## src/rtl/keyboard_matrix.sv

```systemverilog
// keyboard_matrix
// Host-side key-state store for the emulated keyboard matrix read path.
// Make/break events arrive through a valid/ready handshake and are buffered
// in a small FIFO. They are applied to an 8x8 key-state array no faster than
// one per EVENT_GAP cycles, so the emulated CPU's row scan sees every
// transition. The read path returns registered, active-low column data for
// the selected row.
//
// Parameters:
//   FIFO_DEPTH   event FIFO entries (power of two, >= 2)
//   EVENT_GAP    minimum cycles between successive applied events (>= 1)
// Ports:
//   CLK          clock, rising edge
//   RST          asynchronous reset, active-high
//   EV_VALID     event offered
//   EV_READY     event FIFO can accept
//   EV_ROW       key row of the offered event
//   EV_COL       key column of the offered event
//   EV_MAKE      1 = press, 0 = release
//   CLEAR_ALL    synchronous flush: empty FIFO, release all keys
//   SELECTED_ROW row index from the matrix encoder
//   ROW_ACTIVE   1 when any row strobe is asserted
//   COL_DATA     registered active-low column bits for the selected row
//   PENDING      FIFO non-empty or gap timer running
module keyboard_matrix #(
   parameter int FIFO_DEPTH = 4,
   parameter int EVENT_GAP  = 16
) (
   input  logic       CLK,
   input  logic       RST,
   input  logic       EV_VALID,
   output logic       EV_READY,
   input  logic [2:0] EV_ROW,
   input  logic [2:0] EV_COL,
   input  logic       EV_MAKE,
   input  logic       CLEAR_ALL,
   input  logic [2:0] SELECTED_ROW,
   input  logic       ROW_ACTIVE,
   output logic [7:0] COL_DATA,
   output logic       PENDING
);

   localparam int AW = $clog2(FIFO_DEPTH);
   localparam int CW = (EVENT_GAP > 1) ? $clog2(EVENT_GAP) : 1;

   typedef enum logic {IDLE, GAP} state_t;

   state_t        state, state_nxt;
   logic [CW-1:0] cnt, cnt_nxt;

   // Pointers carry one extra bit so full and empty are distinguishable.
   logic [AW:0]   wr_ptr, rd_ptr;
   logic [6:0]    fifo_mem [FIFO_DEPTH];
   logic [6:0]    head;
   logic          full, empty, push, pop;

   logic [7:0]    key [8];

   assign full     = (wr_ptr[AW] != rd_ptr[AW]) && (wr_ptr[AW-1:0] == rd_ptr[AW-1:0]);
   assign empty    = (wr_ptr == rd_ptr);
   assign EV_READY = !full && !CLEAR_ALL && !RST;
   assign push     = EV_VALID && EV_READY;
   assign head     = fifo_mem[rd_ptr[AW-1:0]];
   assign PENDING  = !empty || (state == GAP);

   // FIFO storage holds data only; validity is tracked by the pointers.
   always_ff @(posedge CLK) begin
      if (push)
         fifo_mem[wr_ptr[AW-1:0]] <= {EV_ROW, EV_COL, EV_MAKE};
   end

   always_ff @(posedge CLK or posedge RST) begin
      if (RST) begin
         wr_ptr <= '0;
         rd_ptr <= '0;
      end else if (CLEAR_ALL) begin
         wr_ptr <= '0;
         rd_ptr <= '0;
      end else begin
         if (push)
            wr_ptr <= wr_ptr + 1'b1;
         if (pop)
            rd_ptr <= rd_ptr + 1'b1;
      end
   end

   always_ff @(posedge CLK or posedge RST) begin
      if (RST) begin
         state <= IDLE;
         cnt   <= '0;
      end else begin
         state <= state_nxt;
         cnt   <= cnt_nxt;
      end
   end

   // The counter is loaded with EVENT_GAP-1 at the pop and GAP is left on the
   // edge where it reaches 0, so the next pop lands exactly EVENT_GAP edges
   // after the previous one. A freshly pushed entry is never popped on the
   // same edge because the pop only looks at the pre-edge FIFO contents.
   always_comb begin
      state_nxt = state;
      cnt_nxt   = cnt;
      pop       = 1'b0;
      if (CLEAR_ALL) begin
         state_nxt = IDLE;
         cnt_nxt   = '0;
      end else begin
         case (state)
            IDLE: begin
               if (!empty) begin
                  pop       = 1'b1;
                  cnt_nxt   = CW'(EVENT_GAP - 1);
                  state_nxt = (EVENT_GAP > 1) ? GAP : IDLE;
               end
            end
            GAP: begin
               cnt_nxt = cnt - 1'b1;
               if (cnt == CW'(1))
                  state_nxt = IDLE;
            end
            default: state_nxt = IDLE;
         endcase
      end
   end

   always_ff @(posedge CLK or posedge RST) begin
      if (RST)
         key <= '{default: '0};
      else if (CLEAR_ALL)
         key <= '{default: '0};
      else if (pop)
         key[head[6:4]][head[3:1]] <= head[0];
   end

   // Samples the array before this edge's update, so a newly applied event
   // shows up on the read path one edge after it is written.
   always_ff @(posedge CLK or posedge RST) begin
      if (RST)
         COL_DATA <= 8'hFF;
      else
         COL_DATA <= ROW_ACTIVE ? ~key[SELECTED_ROW] : 8'hFF;
   end

endmodule

```

## config.mk

```make
export PLATFORM = sky130hd
export DESIGN_NAME = keyboard_matrix
export DESIGN_NICKNAME = d
export VERILOG_FILES = /design/src/rtl/keyboard_matrix.sv
export SDC_FILE = /design/constraint.sdc
export NUM_CORES = 1
export LEC_CHECK = 0
export ABC_CLOCK_PERIOD_IN_PS = 2800
export CORE_MARGIN = 2
export CORE_UTILIZATION = 60
export CTS_CLUSTER_SIZE = 20
export DETAILED_ROUTE_END_ITERATION = 7
export GPL_ROUTABILITY_DRIVEN = 0
export PLACE_DENSITY = 0.9
export SETUP_SLACK_MARGIN = 0.4
export SYNTH_ARGS = -nofsm -noshare
export SYNTH_HDL_FRONTEND = slang
export SYNTH_SLANG_ARGS = --single-unit
```

## constraint.sdc

```tcl
create_clock -name CLK -period 2.8 [get_ports CLK]
set_input_delay 0.42 -clock CLK [delete_from_list [all_inputs] [get_ports CLK]]
set_output_delay 0.42 -clock CLK [all_outputs]
set_load 0.05 [all_outputs]
```

# Word level (Yosys, flattened, before mapping)

Memory sizes are Yosys's and may differ from the RTL's.
Cells that the tools add are included.

Reductions and logical operators: 13
$lt $le $gt $ge: 5
Bitwise gates (word level): 4
Multiplexer cells: 26
Add/sub/neg operators: 3
Equal/unequal tests: 5

Operators with widths:

| cell                                                 | number |
|---|---|
| 2-to-1 mux 64 bit                                    | 2 |
| bitwise mux 64 bit                                   | 1 |
| 2-to-1 mux 8 bit                                     | 4 |
| binary-select mux 8 bit (select 3 bit)               | 1 |
| demux 8 bit (select 3 bit)                           | 1 |
| 2-to-1 mux 3 bit                                     | 4 |
| >= comparator 4 bit (second input constant)          | 2 |
| 2-to-1 mux 1 bit                                     | 8 |
| 2-to-1 mux 4 bit                                     | 2 |
| inverter 3 -> 4 bit                                  | 2 |
| inverter 8 bit                                       | 1 |
| one-hot mux 4 bit (2 select lines)                   | 1 |
| adder 3 x 1 -> 3 bit (second input constant)         | 2 |
| logical AND 1 bit                                    | 6 |
| == test 4 x 1 -> 1 bit (second input constant)       | 1 |
| logical NOT 1 bit                                    | 4 |
| < comparator 3 x 4 -> 1 bit (second input constant)  | 1 |
| < comparator 4 x 1 -> 1 bit (second input constant)  | 1 |
| nonzero test 2 bit                                   | 2 |
| subtractor 4 x 1 -> 4 bit (second input constant)    | 1 |
| demux 1 bit (select 3 bit)                           | 1 |
| == test 3 bit                                        | 1 |
| >= comparator 3 x 1 -> 1 bit (second input constant) | 1 |
| inequality test 3 bit (second input constant)        | 1 |
| other kinds (5)                                      | 5 |

Output and inout port bits: 10
Logic and storage cells: 70
Memories kept: 1
Register bits after elaboration: 83
Bits in writable memories: 28
Bits of input ports: 15

Memory list:

| memory   | words | bits a word | rd ports | clocked after memory_dff | wr ports | line | RTL |
|---|---|---|---|---|---|---|---|
| fifo_mem | 4     | 7           | 1        | 0                        | 1        | 53   | `logic [6:0] fifo_mem [FIFO_DEPTH];` |

# Longest topological paths before layout

An unclocked memory read counts as a cell.

Depth after elaboration: 10
Mapped depth: 7
Mapped depth without buffers: 4

# Worst setup path after synthesis

OpenSTA, ideal clock, no wires.

Path type: input to register
From: input SELECTED_ROW[0]
To: register COL_DATA[0]
Required time: 2,738 ps
Path slack: 800 ps
Cell stages on the path: 5
Data arrival time: 1,938 ps
Path buffers: 2
Library setup time: 62 ps
Cells stage by stage: clkbuf_1 -> buf_2 -> mux4_2 -> mux2_2 -> nand2_1

Word-level cells in the longest chain between the ends: 6

RTL lines:

| item                                                | line | RTL |
|---|---|---|
| start, declared                                     | 37   | `input logic [2:0] SELECTED_ROW,` |
| inverter 3 -> 4 bit (not written as such)           | 142  | `COL_DATA <= ROW_ACTIVE ? ~key[SELECTED_ROW] : 8'hFF;` |
| binary-select mux 8 bit (select 3 bit)              | 142  |  |
| 2-to-1 mux 8 bit (not written as such) (2 in a row) | 142  |  |
| inverter 8 bit                                      | 142  |  |
| 2-to-1 mux 8 bit                                    | 142  |  |
| end signal, assigned                                | 142  |  |
| end, declared                                       | 39   | `output logic [7:0] COL_DATA,` |

Every way passes these cells. The select of a mux whose other input is x is not followed.
A chain may end at the register's enable or synchronous reset.

# Final worst setup path

From: register rd_ptr[1]
To: output EV_READY

Word-level cells in the longest chain between the ends: 5

RTL lines:

| item                           | line | RTL |
|---|---|---|
| start, declared                | 52   | `logic [AW:0] wr_ptr, rd_ptr;` |
| start signal, assigned         | 83   | `rd_ptr <= rd_ptr + 1'b1;` |
| == test 2 bit                  | 59   | `assign full = (wr_ptr[AW] != rd_ptr[AW]) && (wr_ptr[AW-1:0] == rd_ptr[AW-1:0]);` |
| logical AND 1 bit              | 59   |  |
| logical NOT 1 bit              | 61   | `assign EV_READY = !full && !CLEAR_ALL && !RST;` |
| logical AND 1 bit (2 in a row) | 61   |  |
| end, declared                  | 32   | `output logic EV_READY,` |

Every way passes these cells.

==> flow_summary_export.csv <==
group,metric,value,unit
worst_setup_path,critical_path.startpoint_type,"flop",
clocking,ctsHoldBuffers,0,
clocking,cts_root_buffer,"clkbuf_8",
worst_hold_path,min-delay-path-class,"primary input to async pin",
final_layout,syn2layout_area_growth,9.56,%
synth,synth_cells,461,
clocking,cts-htree-levels,3,
worst_setup_path,critical_path.startpoint,"rd_ptr[1]",
clocking,clk_transition_reported_paths,110,ps
worst_setup_path,cp_data_required_time,2380,ps
die,fp.coreArea,9330,sq um
drt,wl_per_cell,19.6,um
die,floorplan.die.height,103,um
synth,asyncSetResetFlopFracSynth,0.748,
die,io_pins,25,
timing,period_needed,2300,ps
flow_run,maxCapViolations,0,
synth,synth.ff_latch_count,111,
synth,dominantRegCellSynth,"dfrtp_1",
worst_setup_path,crit_path_end_kind,"primary output",
final_layout,final_net_count,492,
timing,final.setup.tns,0,ps
worst_setup_path,crit_slowest_cell,"dfrtp_1",
timing,timing.final.crit_share,0.820,
worst_setup_path,crit_chain,"xor2_1 -> o31a_1 -> buf_4",
outcome,status,"finished, final reports clean",
global_route,grt_pass1_wl,19.6,mm
worst_setup_path,arr_time_crit_path,1880,ps
drt,num_vias,3741,
final_layout,antenna_cells,0,
worst_setup_path,critical_path.n_buffers_inverters,1,
synth,synthXorXnorAreaFrac,0.0135,
synth,yosysWarningCount,0,
global_route,globalRoute.totalOverflow,0,
timing,final_hold_viol_count,0,
timing,finalSetupViolCount,0,
timing,grt_setup_unrepaired,"no",
synth,synthSimpleGateAreaFrac,0.187,
pwr,power_leakage,2.84,nW
global_route,antenna_found_initial,0,
clocking,tritoncts_clock_tree,"built",
clocking,numCtsBuffers,9,
worst_setup_path,timing.critical_path.max_delay_family,"flip-flops",
clocking,numClockSinks,111,
final_layout,layout.cell_area.non_filler,6380,sq um
synth,synth.cell_area,5820,sq um
synth,synth.mux.area_fraction,0.222,
clocking,clk_latency,380,ps
drt,post-route-drc-count,0,
timing,slew_viol_final,0,
timing,whs,504,ps
drt,avgViaCountPerCell,6.19,
die,die-area,10500,sq um
synth,post_syn_nets,483,
worst_setup_path,worst-setup-path-type,"flop to primary output",
worst_setup_path,critical_path.reg2reg.startpoint,"rd_ptr[0]",
die,num_rows,35,
drt,drtIter0Drc,270,
timing,tightestPinTransition,669,ps
clocking,postCtsSetupBuffers,0,
worst_setup_path,timing.critical_path.fanout_max,11,
drt,detail-route-antenna-nets,0,
place,place_hpwl,7.70,mm
global_route,largest_net_degree_at_the_start_of_global_routing,76,
drt,first_pass_iters,5,
global_route,globalRouteTotalUtil,0.246,
place,placement_cell_area,6150,sq um
worst_setup_path,critPathMaxStageDelay,690,ps
place,place.port_buffers,24,
timing,final.setup_skew,10.2,ps
clocking,max-clock-path-buffers,2,
synth,avgSynthCellArea,12.6,sq um
pwr,fin_total_pwr,0.00405,W
die,fp.dieW,103,um
timing,maxClockFrequency,0.436,GHz
synth,complex_gate_fraction_of_the_synthesized_area,0.0219,
drt,final_wirelength,11.9,mm
pwr,ratio_of_total_power_to_cell_area,634,nW/um^2
synth,synth_edf_count,28,
final_layout,layout-drive-gt1-share,0.189,
synth,yosys.cell_types.count,44,
synth,synth_top_family_by_area,"multiplexers",
global_route,vias_in_the_first_global_route,3917,
timing,max-slew-margin-rel,0.553,
pwr,ir_drop,0.000524,V
die,initial_utilization,0.624,
synth,proportion_of_synthesized_chip_area_in_sequential_cells,0.503,
synth,yosys.area_share.adder,0.0150,
==> worst register-to-register path: stages (launching register included) <==
cell,delay (ps)
dfrtp_1,380
buf_4,190
mux4_2,580
nor3_1,580
nand3_1,220
mux2i_1,210
==> logic make-up (layout without fill, tap and decap cells) <==
group / Yosys count / in the layout
compound gates: 14 / 14
xor+xnor: 9 / 9
fa+ha+maj: 7 / 7
buf+inv: 45 / 59
flops: 111 / 111
mux: 99 / 99
simple gates: 176 / 176
==> cells in the final DEF, fill, tap and decap left out, drive strengths merged, types with 4 or more instances in the layout <==
cell type / Yosys / final
and4bb: 4 / 4
a31oi: 4 / 4
nand3: 65 / 65
ha: 7 / 7
dfstp: 8 / 8
xnor2: 6 / 6
clkbuf: 19 / 9
mux2i: 67 / 67
nor3: 6 / 6
dfrtp: 75 / 75
mux2: 9 / 9
clkdlybuf4s50: 0 / 21
mux4: 23 / 23
buf: 20 / 16
and2: 4 / 4
nor2: 7 / 7
nand2: 8 / 8
nand2b: 66 / 66
inv: 6 / 9
edfxtp: 28 / 28
==> final timing paths <==
| path | to | slack (ps) | cells after the start |
|---|---|---|---|
| setup / recovery | EV_READY | 500 | 3 |
| hold / removal | rd_ptr[0] | 500 | 2 |
| setup reg to reg | key[44] | 570 | 5 |
| hold reg to reg | key[18] | 550 | 2 |
| max in group asynchronous | key[34] | 1590 | 3 |
| min in group CLK | key[18] | 550 | 2 |
==> synthesized netlist by cell type (3+ instances only) <==
master / number / share of area
xnor2_1: 6 / 0.0090
buf_2: 12 / 0.010
nor2_1: 7 / 0.0045
mux2_2: 9 / 0.017
nand2_1: 8 / 0.0052
clkbuf_1: 19 / 0.012
ha_1: 7 / 0.015
and4bb_2: 3 / 0.0064
nor3_1: 6 / 0.0052
buf_1: 3 / 0.0019
o31a_1: 3 / 0.0045
a211oi_1: 3 / 0.0039
xor2_1: 3 / 0.0045
nand3_1: 65 / 0.056
buf_6: 4 / 0.0077
edfxtp_1: 28 / 0.14
nand2b_1: 66 / 0.071
dfstp_2: 8 / 0.036
mux4_2: 22 / 0.085
dfrtp_1: 75 / 0.32
mux2i_1: 67 / 0.12
inv_1: 6 / 0.0039
and4b_1: 3 / 0.0052
and2_1: 4 / 0.0043
==> where the power goes <==
group | internal [W] | total [W] | switching, W
clock | 0.000343 | 0.000926 | 0.000583
sequential | 0.00172 | 0.00180 | 0.0000848
combinational | 0.000465 | 0.00132 | 0.000854
==> what timing repair did <==
item,CTS,global route
setup endpoints to repair,1,26
gates cloned,0,0
resized for setup,3,4
==> metal layers <==
metal / track usage / up-vias / part of all wire
met2: 0.426 / 110 / 0.52
met4: 0.0810 / 0 / 0.017
met3: 0.0481 / 18 / 0.047
met5: 0 / - / 0
li1: - / 1681 / -
met1: 0.314 / 1932 / 0.41
==> final cells by class <==
cell class / count / area, sq um
Clock buffer: 9 / 124
Clock inverter: 7 / 62.6
Fill cell: 631 / 2950
Inverter: 6 / 26.3
Multi-Input combinational cell: 305 / 2720
Sequential cell: 111 / 2930
Tap cell: 129 / 161
Timing Repair Buffer: 37 / 353
==> registers in the layout (all words and copies together), names as in the netlist <==
signal and flops:
key 64, fifo_mem 28, COL_DATA 8, cnt 4, rd_ptr 3, wr_ptr 3
state 1
==> through the flow <==
stage	utilization	cells	worst slack, ps
2_1_floorplan	-	461	800
3_3_place_gp	0.659	588	482
3_5_place_dp	0.659	588	462
4_1_cts	0.681	604	403
5_1_grt	0.684	604	399
6_report	0.684	604	504
No activity file was read; power rests on OpenSTA's default activity.
